$ cat config.mk
export PLATFORM = sky130hd
export DESIGN_NAME = npc_bus_arbiter
export DESIGN_NICKNAME = d
export VERILOG_FILES = /design/src/rtl/npc_bus_arbiter_pkg.sv /design/src/rtl/npc_bus_arbiter.sv
export SDC_FILE = /design/constraint.sdc
export NUM_CORES = 1
export LEC_CHECK = 0
export ABC_CLOCK_PERIOD_IN_PS = 3010
export CAP_MARGIN = 10
export CORE_ASPECT_RATIO = 1.2
export CORE_MARGIN = 3
export CORE_UTILIZATION = 30
export CTS_CLUSTER_SIZE = 10
export DETAILED_ROUTE_END_ITERATION = 12
export HOLD_SLACK_MARGIN = 0.06
export PLACE_DENSITY = 0.64
export RECOVER_POWER = 25
export SYNTH_ARGS = -nofsm -noshare
export SYNTH_HDL_FRONTEND = slang
export SYNTH_SLANG_ARGS = --single-unit
$ cat constraint.sdc
create_clock -name clk -period 3.01 [get_ports clk]
set_input_delay 0.4515 -clock clk [delete_from_list [all_inputs] [get_ports clk]]
set_output_delay 0.4515 -clock clk [all_outputs]
set_load 0.03 [all_outputs]
$ cat src/rtl/npc_bus_arbiter_pkg.sv
// Shared types for the IFU/LSU memory-bus arbiter: FSM state encoding and master IDs.
package npc_bus_arbiter_pkg;

    typedef enum logic [2:0] {
        IDLE   = 3'd0,
        REQ_IF = 3'd1,
        REQ_LS = 3'd2,
        RSP_IF = 3'd3,
        RSP_LS = 3'd4
    } arb_state_e;

    localparam logic MID_IF = 1'b0;
    localparam logic MID_LS = 1'b1;

endpackage

$ cat src/rtl/npc_bus_arbiter.sv
// Two-master (IFU, LSU) to one-slave memory-bus arbiter, one transaction outstanding.
// Build option: define YSYX_24080014_ARB_RR_EN for round-robin tie-breaking;
// otherwise the LSU always wins a tie.
module npc_bus_arbiter
    import npc_bus_arbiter_pkg::*;
#(
    parameter int unsigned ADDR_W = 32,
    parameter int unsigned DATA_W = 32
) (
    input  logic                  clk,
    input  logic                  rst,

    input  logic                  if_req_valid,
    output logic                  if_req_ready,
    input  logic [ADDR_W-1:0]     if_req_addr,
    output logic                  if_resp_valid,

    input  logic                  ls_req_valid,
    output logic                  ls_req_ready,
    input  logic [ADDR_W-1:0]     ls_req_addr,
    input  logic                  ls_req_wen,
    input  logic [DATA_W-1:0]     ls_req_wdata,
    input  logic [DATA_W/8-1:0]   ls_req_wstrb,
    output logic                  ls_resp_valid,

    output logic [DATA_W-1:0]     m_rdata,

    output logic                  s_req_valid,
    input  logic                  s_req_ready,
    output logic [ADDR_W-1:0]     s_req_addr,
    output logic                  s_req_wen,
    output logic [DATA_W-1:0]     s_req_wdata,
    output logic [DATA_W/8-1:0]   s_req_wstrb,
    input  logic                  s_resp_valid,
    input  logic [DATA_W-1:0]     s_resp_rdata
);

    arb_state_e state;
    logic       any_req;
    logic       win;

`ifdef YSYX_24080014_ARB_RR_EN
    // Master that wins the next tie; flips away from whoever was granted last.
    logic       prio;
`endif

    // Pick the winner among currently requesting masters.
    always_comb begin
        any_req = if_req_valid || ls_req_valid;
        win     = ls_req_valid ? MID_LS : MID_IF;
`ifdef YSYX_24080014_ARB_RR_EN
        if (if_req_valid && ls_req_valid) begin
            win = prio;
        end
`endif
    end

    // Arbitration FSM; slave request payload is captured at grant so it is registered.
    always_ff @(posedge clk or posedge rst) begin
        if (rst) begin
            state       <= IDLE;
            s_req_valid <= 1'b0;
            s_req_addr  <= '0;
            s_req_wen   <= 1'b0;
            s_req_wdata <= '0;
            s_req_wstrb <= '0;
`ifdef YSYX_24080014_ARB_RR_EN
            prio        <= MID_LS;
`endif
        end else begin
            case (state)
                IDLE: begin
                    if (any_req) begin
                        s_req_valid <= 1'b1;
`ifdef YSYX_24080014_ARB_RR_EN
                        prio        <= ~win;
`endif
                        if (win == MID_LS) begin
                            state       <= REQ_LS;
                            s_req_addr  <= ls_req_addr;
                            s_req_wen   <= ls_req_wen;
                            s_req_wdata <= ls_req_wdata;
                            s_req_wstrb <= ls_req_wstrb;
                        end else begin
                            state       <= REQ_IF;
                            s_req_addr  <= if_req_addr;
                            s_req_wen   <= 1'b0;
                            s_req_wdata <= '0;
                            s_req_wstrb <= '0;
                        end
                    end
                end
                REQ_IF, REQ_LS: begin
                    if (s_req_ready) begin
                        state       <= (state == REQ_IF) ? RSP_IF : RSP_LS;
                        s_req_valid <= 1'b0;
                        s_req_addr  <= '0;
                        s_req_wen   <= 1'b0;
                        s_req_wdata <= '0;
                        s_req_wstrb <= '0;
                    end
                end
                RSP_IF, RSP_LS: begin
                    if (s_resp_valid) begin
                        state <= IDLE;
                    end
                end
                default: state <= IDLE;
            endcase
        end
    end

    // Handshake and response pass-throughs, gated by the owning state.
    assign if_req_ready  = (state == REQ_IF) && s_req_ready;
    assign ls_req_ready  = (state == REQ_LS) && s_req_ready;
    assign if_resp_valid = (state == RSP_IF) && s_resp_valid;
    assign ls_resp_valid = (state == RSP_LS) && s_resp_valid;
    assign m_rdata       = (if_resp_valid || ls_resp_valid) ? s_resp_rdata : '0;

`ifndef SYNTHESIS
    // A slave response is only legal while a transaction awaits it.
    a_resp_in_rsp: assert property (@(posedge clk) disable iff (rst)
        s_resp_valid |-> (state == RSP_IF || state == RSP_LS));
`endif

endmodule

==> results.md, run 1 <==
- Combined global-route utilization of all metal layers: 17.3%
- CTS clock-pin slew for the worst setup and hold paths: roughly 0.060 ns
- Min-Delay Startpoint: s_req_wen$_DFFE_PP0P_
- Kind of path behind the tightest hold check: reg2reg
- Number of buffer and inverter instances along the worst setup path: 2
- Share of synthesized flip-flops with an asynchronous set or reset: 100%
- Number of nets in the layout: 778
- Worst reg2reg endpoint: s_req_wdata[16]$_DFFE_PP0P_
- Mean area per synthesized cell: 10.1 µm²
- Violated checks: capacitance limit, slew limit
- Combined area of the multi-input logic cells: 0.00190 mm²
- Global placement routability congestion: 0.735
- Layout cell share with drive strength beyond 1: 14.8%
- Post-synthesis sequential area ratio: 44.0%
- Antenna diode count: 0
- DRC errors left: 0
- Commonest non-fill, non-tap cell in the layout: sky130_fd_sc_hd__clkdlybuf4s50_1
- Category of the worst setup path capture point: output port
- Worst setup slack for register-to-register paths: 0.99 ns
- 1st-iter DRT viols: 227
- Smallest hold slack: 0.516 ns
- Setup repair after global routing missed its margin: no
- Global-route wire length before repair: around 21 mm
- Core box area: between 0.01 and 0.015 mm²
- Remaining max-slew budget at the tightest pin: -5.94%
- Number of violations of the max-capacitance limit: 1
- Worst vdd ir: a little under 600 µV
- Maximum net fanout on the critical path: 32
- Post-cts gate resize count: 0
- Required time at the worst-slack endpoint: roughly 2.6 ns
- Worst path slowest cell: sky130_fd_sc_hd__dfrtp_1
- Via count: 3826
- Full die area: 0.0153 mm²
- Critical path startpoint category: flip-flop
- Area delta synth->final: 70.2%
- Achievable frequency: just under 400 MHz
- Actual transition at the worst max-transition pin: 1.58 ns
- Vias in the first global route: roughly 4000
- Count of cells along the worst hold path: 2
- Post-synth design cell area: around 0.0041 mm²
- Critical-path cell list: or3b_1 > a21boi_1 > buf_4 > and2_1 > buf_12
- Net Count, Synth: 551
- Number of post-CTS setup repair buffers: 0
- Post-cts hold buffer count: 0
- YS warnings: 0
- Detail Placement HPWL: roughly 10 mm
- Run status: finished with violations
- Average vias per placed instance: 4.71
- Top flip-flop cell by instance count after synthesis: sky130_fd_sc_hd__dfrtp_1
- Max-slew violation total from the final report: 34
- Commonest cells after routing, fill and taps aside: 210 x sky130_fd_sc_hd__clkdlybuf4s50_1, 72 x sky130_fd_sc_hd__dfrtp_1, 69 x sky130_fd_sc_hd__inv_1, 69 x sky130_fd_sc_hd__mux2i_1, 37 x sky130_fd_sc_hd__o211ai_1
- DRT antenna net count: 0
- Yosys cell types: 30
- Power density cells: 1020 mW/mm²
- Max Root-Sink Buffers: 2
- Worst reg2reg startpoint: state[0]$_DFFE_PP0P_
- Number of cells traversed by the worst register-to-register path: 4
- Number of H-tree branching levels: 3
- CTS Root Buffer Type: sky130_fd_sc_hd__clkbuf_16
- Number of antenna violations at the first check in global routing: 0
- Clock Sinks: 73
- Num ports: 245
- Post-Route WL: roughly 14 mm
- Total global routing overflow: 0
- Number of buffers added by the clock tree synthesis step: 9
- Port bufs: approximately 240
- Average detailed-routed wire length per instance: 16.7 µm
- Die Width: between 100 and 150 µm
- Gate count after technology mapping: 412
- Hold Crit Endpoint: s_req_wen$_DFFE_PP0P_
- First-pass iteration count of the detailed router: 4
- Endpoint arrival time on the critical path: ~2.1 ns
- Skew final: about 0.005 ns
- Setup tns final: 0 ns
- Filler Cells Inserted: 1236
- Source-to-sink clock delay at the later pin of the worst-skew pair: 0.33 ns
- Max incr delay on CP: 0.56 ns
- Crit path max-delay family: simple AND/OR/NAND/NOR gates
- Number of synthesized register bits: 73
- Area taken by flip-flops and latches: roughly 0.0018 mm²
- Cell leakage power: 3.09 nW
- Effective utilization at floorplan: 31.1%
- Final worst path period share: 84.5%
- Path type of the worst setup path: reg2out
- TritonCTS clock tree: yes
- Largest net degree at the start of global routing: 72
- Final hold viol count: 0
- Total setup violations reported at the end of the flow: 0
- Post-layout minimum cycle time: 2.54 ns
- Post-synth EDFFs: 0
- Row count: 46
- DIE HEIGHT: 135 µm
## layout make-up
class / instances / share of cell area (%)
timing repair buffer: 253 / 35.6
clock inverter: 4 / 1.05
clock buffer: 12 / 3.78
inverter: 70 / 3.74
sequential: 73 / 25.9
tap: 168 / 2.98
multi-input combinational: 232 / 27.0
## sequential cells by signal, summed over array words and instances, names as in the netlist
register and flops:
s_req_wen 1, s_req_wdata 32, state 3, s_req_valid 1, s_req_addr 32, s_req_wstrb 4
## report_power, final
part | internal (mW) | leakage [nW] | switching, mW
clock | 0.793 | 0.169 | 0.404
combinational | 1.82 | 1.97 | 2.45
sequential | 1.44 | 0.945 | 0.313
total | 4.06 | 3.09 | 3.17
## how the worst max path moves through the flow
stage,end,start,cells after the start
final,m_rdata[21],state[0]$_DFFE_PP0P_,5
after global placement,if_resp_valid,s_resp_valid,4
after CTS,m_rdata[21],state[2]$_DFFE_PP0P_,6
after detailed placement,if_resp_valid,s_resp_valid,4
after floorplan,s_req_addr[0]$_DFFE_PP0P_,rst,1
after global routing,m_rdata[21],state[2]$_DFFE_PP0P_,6
## worst reg2reg max path, stage by stage, from the launching register on
cell and delay [ns]:
sky130_fd_sc_hd__dfrtp_1 0.65, sky130_fd_sc_hd__and4bb_1 0.30, sky130_fd_sc_hd__a31o_4 0.45, sky130_fd_sc_hd__buf_4 0.33, sky130_fd_sc_hd__mux2i_1 0.21
## routing by layer
layer | global-route usage (%) | wire (µm)
met1 | 22.0 | 5590
met2 | 28.9 | 6790
met3 | 5.83 | 1040
met4 | 3.34 | 94
met5 | 0 | 0
## metrics by stage
stage | util (%) | worst slack (ns) | cells | power [mW] | area, µm²
3_3_place_gp | 50.3 | 0.587 | 796 | 6.01 | 6720
6_report | 52.9 | 0.467 | 812 | 7.23 | 7060
3_5_place_dp | 50.3 | 0.553 | 796 | 6.08 | 6720
2_1_floorplan | - | 0.705 | 412 | 4.39 | 4150
4_1_cts | 52.9 | 0.450 | 812 | 7.32 | 7060
5_1_grt | 52.9 | 0.349 | 812 | 7.67 | 7060
## synth_stat cells, types with 2 or more instances
cell type,instances,area [µm²]
sky130_fd_sc_hd__clkbuf_1,25,93.8
sky130_fd_sc_hd__nand2_1,2,7.51
sky130_fd_sc_hd__dfrtp_1,73,1830
sky130_fd_sc_hd__inv_1,70,263
sky130_fd_sc_hd__buf_6,3,33.8
sky130_fd_sc_hd__a21oi_1,2,10.0
sky130_fd_sc_hd__mux2i_1,69,691
sky130_fd_sc_hd__nor2_1,6,22.5
sky130_fd_sc_hd__nor2b_1,2,12.5
sky130_fd_sc_hd__o21ai_0,33,165
sky130_fd_sc_hd__buf_2,8,40.0
sky130_fd_sc_hd__o211ai_1,37,278
sky130_fd_sc_hd__mux2_2,32,360
sky130_fd_sc_hd__nand3b_1,3,22.5
sky130_fd_sc_hd__and2_1,32,200
## cell families (layout without fill, tap and decap cells)
family / count (synthesis) / in the layout / synth area share, %
AND/OR/NAND/NOR: 52 / 52 / 7.84
AO/OA/AOI/OAI: 78 / 78 / 12.1
XOR/XNOR: 1 / 1 / 0.211
multiplexers: 101 / 101 / 25.3
flip-flops: 73 / 73 / 44.0
buffers and inverters: 107 / 339 / 10.5
Note: power is estimated with default switching activity, not from simulation.
==> run 2, diff against run 1 <==
--- a/config.mk
+++ b/config.mk
@@ -5,7 +5,7 @@
 export SDC_FILE = /design/constraint.sdc
 export NUM_CORES = 1
 export LEC_CHECK = 0
-export ABC_CLOCK_PERIOD_IN_PS = 3010
+export ABC_CLOCK_PERIOD_IN_PS = 2100
 export CAP_MARGIN = 10
 export CORE_ASPECT_RATIO = 1.2
 export CORE_MARGIN = 3
@@ -13,7 +13,7 @@
 export CTS_CLUSTER_SIZE = 10
 export DETAILED_ROUTE_END_ITERATION = 12
 export HOLD_SLACK_MARGIN = 0.06
-export PLACE_DENSITY = 0.64
+export PLACE_DENSITY = 0.67
 export RECOVER_POWER = 25
 export SYNTH_ARGS = -nofsm -noshare
 export SYNTH_HDL_FRONTEND = slang
==> constraint.sdc (replaced) <==
create_clock -name clk -period 2.1 [get_ports clk]
set_input_delay 0.315 -clock clk [delete_from_list [all_inputs] [get_ports clk]]
set_output_delay 0.315 -clock clk [all_outputs]
set_load 0.03 [all_outputs]
==> results.md, run 2 (synthesis gave the netlist of run 1 again) <==
- Run status: finished with violations
- Violated checks: setup timing
- Worst vdd ir: 1080 µV (+85%)
- Max-slew violation total from the final report: 0 (-100%)
- Detail Placement HPWL: 9.55 mm (-3.5%)
- Remaining max-slew budget at the tightest pin: 32.2% (+38 points)
- Number of H-tree branching levels: 3 (unchanged)
- Endpoint arrival time on the critical path: 1.84 ns (-0.25 ns)
- Critical-path cell list: or3b_4 > a21boi_4 > buf_6 > and2_4 > buf_6
- Path type of the worst setup path: reg2out
- Global-route wire length before repair: 21.4 mm (+0.16%)
- Average vias per placed instance: 4.67 (-0.90%)
- Via count: 3829 (+0.078%)
- Crit path max-delay family: simple AND/OR/NAND/NOR gates
- DIE HEIGHT: 135 µm (unchanged)
- Vias in the first global route: 4171 (+3.1%)
- CTS Root Buffer Type: sky130_fd_sc_hd__clkbuf_16
- Total global routing overflow: 0 (unchanged)
- Met2 Wirelength: 6.98 mm (+2.8%)
- Core Util, Final: 54.4% (+1.5 points)
- Commonest non-fill, non-tap cell in the layout: sky130_fd_sc_hd__clkdlybuf4s50_1
- First-pass iteration count of the detailed router: 4 (unchanged)
- Critical path startpoint category: flip-flop
- Worst path slowest cell: sky130_fd_sc_hd__or3b_4
- Area taken by flip-flops and latches: 0.00183 mm² (unchanged)
- Max Root-Sink Buffers: 2 (unchanged)
- Number of buffer and inverter instances along the worst setup path: 2 (unchanged)
- Category of the worst setup path capture point: output port
- Number of violations of the max-capacitance limit: 0 (-1)
- DRC errors left: 0 (unchanged)
- Most used cell along the critical path: sky130_fd_sc_hd__buf_6
- Source-to-sink clock delay at the later pin of the worst-skew pair: 0.32 ns (about the same)
- Achievable frequency: 465 MHz
- Number of antenna violations at the first check in global routing: 0 (unchanged)
- Post-Route WL: 13.8 mm (+2.4%)
- Number of buffers added by the clock tree synthesis step: 9 (unchanged)
- Area delta synth->final: 75.0%
- Effective utilization at floorplan: 31.1% (unchanged)
- Core box area: 0.0134 mm² (unchanged)
- Final worst path period share: 102%
- Global placement routability congestion: 0.738 (+0.38%)
- Worst setup margin: -0.0505 ns (-0.517 ns)
- M1 wire length: 5.67 mm (+1.3%)
- Post-layout minimum cycle time: between 2 and 2.5 ns
- Max incr delay on CP: 0.42 ns (-0.14 ns)
- Cell leakage power: 3.18 nW (+3.2%)
- Commonest cells after routing, fill and taps aside: 206 x sky130_fd_sc_hd__clkdlybuf4s50_1, 72 x sky130_fd_sc_hd__dfrtp_1, 69 x sky130_fd_sc_hd__inv_1, 69 x sky130_fd_sc_hd__mux2i_1, 37 x sky130_fd_sc_hd__o211ai_1
- Met3 WL: 950 µm (-8.7%)
- DRT antenna net count: 0 (unchanged)
- Maximum net fanout on the critical path: 8 (-75%)
- Port bufs: 244 (unchanged)
- Antenna diode count: 0 (unchanged)
- Setup repair after global routing missed its margin: yes
- Number of nets in the layout: 786 (+1.0%)
- 1st-iter DRT viols: 99 (-56%)
- Smallest hold slack: 0.515 ns (-0.00174 ns)
- Largest net degree at the start of global routing: 74 (+2.8%)
- Power density cells: 1430 mW/mm² (+40%)
- Skew final: 0.00296 ns (-0.00193 ns)
- Cell depth of the worst setup path: 5 (unchanged)
- Total setup violations reported at the end of the flow: 32 (+32)
- Combined global-route utilization of all metal layers: 17.4% (+0.13 points)
- Die Width: 113 µm (unchanged)
- Largest registers: s_req_addr (32), s_req_wdata (32), s_req_wstrb (4)
- CTS clock-pin slew for the worst setup and hold paths: 0.06 ns (about the same)
- Layout cell share with drive strength beyond 1: 21.6% (+6.9 points)
- Clock Sinks: 73 (unchanged)
- Place WS: 0.122 ns (-0.432 ns)
- Average detailed-routed wire length per instance: 16.9 µm (+1.4%)
- Max layer used: met4
- Actual transition at the worst max-transition pin: 1.02 ns (-0.564 ns)
- Kind of path behind the tightest hold check: reg2reg
- TritonCTS clock tree: yes
- Number of cells traversed by the worst register-to-register path: 5 (+1)
- Combined area of the multi-input logic cells: 0.00200 mm² (+4.9%)
- Post-cts hold buffer count: 0 (unchanged)
- Count of cells along the worst hold path: 2 (unchanged)
- Full die area: 0.0153 mm² (unchanged)
- Row count: 46 (unchanged)
- Required time at the worst-slack endpoint: 1.78 ns (-0.78 ns)
- Filler Cells Inserted: 1206 (-2.4%)
- Final hold viol count: 0 (unchanged)
- Num ports: 245 (unchanged)
-- run 2: changes by cell type in the layout (fill, tap and decap cells not counted), sizes merged --
cell / previous run / this run
buf: 42 / 53
clkdlybuf4s50: 210 / 206
clkinv: 2 / 4
bufinv: 2 / 1
clkbuf: 12 / 11
clkinvlp: 1 / 2
-- run 2: per-stage QoR --
step,area [µm²],TNS [ns],power [mW],cells
after floorplan,4150,0,6.30,412
after global placement,6720,0,8.63,800
after detailed placement,6720,0,8.73,800
after CTS,7250,-0.647,10.5,820
after global routing,7260,-3.06,11.0,820
final,7260,-1.14,10.4,820
-- run 2: what timing repair did --
| action | in CTS | in global routing |
|---|---|---|
| setup endpoints to repair | 32 | 33 |
| cloned | 3 | 0 |
| pin swaps | 23 | 13 |
| buffers inserted | 1 | 0 |
| resized for setup | 65 | 9 |
-- run 2: worst paths after layout --
path                                               endpoint  slack, ns                      start
worst max-delay path                             m_rdata[6]      -0.05       state[0]$_DFFE_PP0P_
worst min-delay path              s_req_addr[1]$_DFFE_PP0P_       0.51  s_req_addr[1]$_DFFE_PP0P_
worst max register to register  s_req_wdata[28]$_DFFE_PP0P_       0.33       state[1]$_DFFE_PP0P_
worst min register to register    s_req_addr[1]$_DFFE_PP0P_       0.51  s_req_addr[1]$_DFFE_PP0P_
max in group asynchronous              state[2]$_DFFE_PP0P_       0.55                        rst
min in group asynchronous        s_req_addr[17]$_DFFE_PP0P_       0.85                        rst
-- run 2: tightest hold or removal path, stage by stage (launching register included) --
cell and delay [ns]:
sky130_fd_sc_hd__dfrtp_1 0.37, sky130_fd_sc_hd__inv_1 0.05, sky130_fd_sc_hd__mux2i_1 0.05
-- run 2: power breakdown --
group          total [mW]  internal [mW]  leakage (nW)  switching (mW)
logic                6.44           2.80          2.09            3.64
clock network        1.52          0.943         0.148           0.572
registers            2.43           2.07         0.945           0.363
-- run 2: per-layer routing --
layer / global-route usage, % / vias to the layer above
li1: - / 1848
met4: 6.08 / 0
met2: 29.7 / 141
met1: 21.5 / 1820
met3: 4.35 / 20
met5: 0 / -
-- run 2: final cells by class --
cell class | instances | share of cell area [%]
Timing Repair Buffer | 261 | 36.6
Multi-Input combinational cell | 232 | 27.5
Sequential cell | 73 | 25.2
Inverter | 70 | 3.67
Clock buffer | 10 | 3.29
Tap cell | 168 | 2.90
Clock inverter | 6 | 0.793
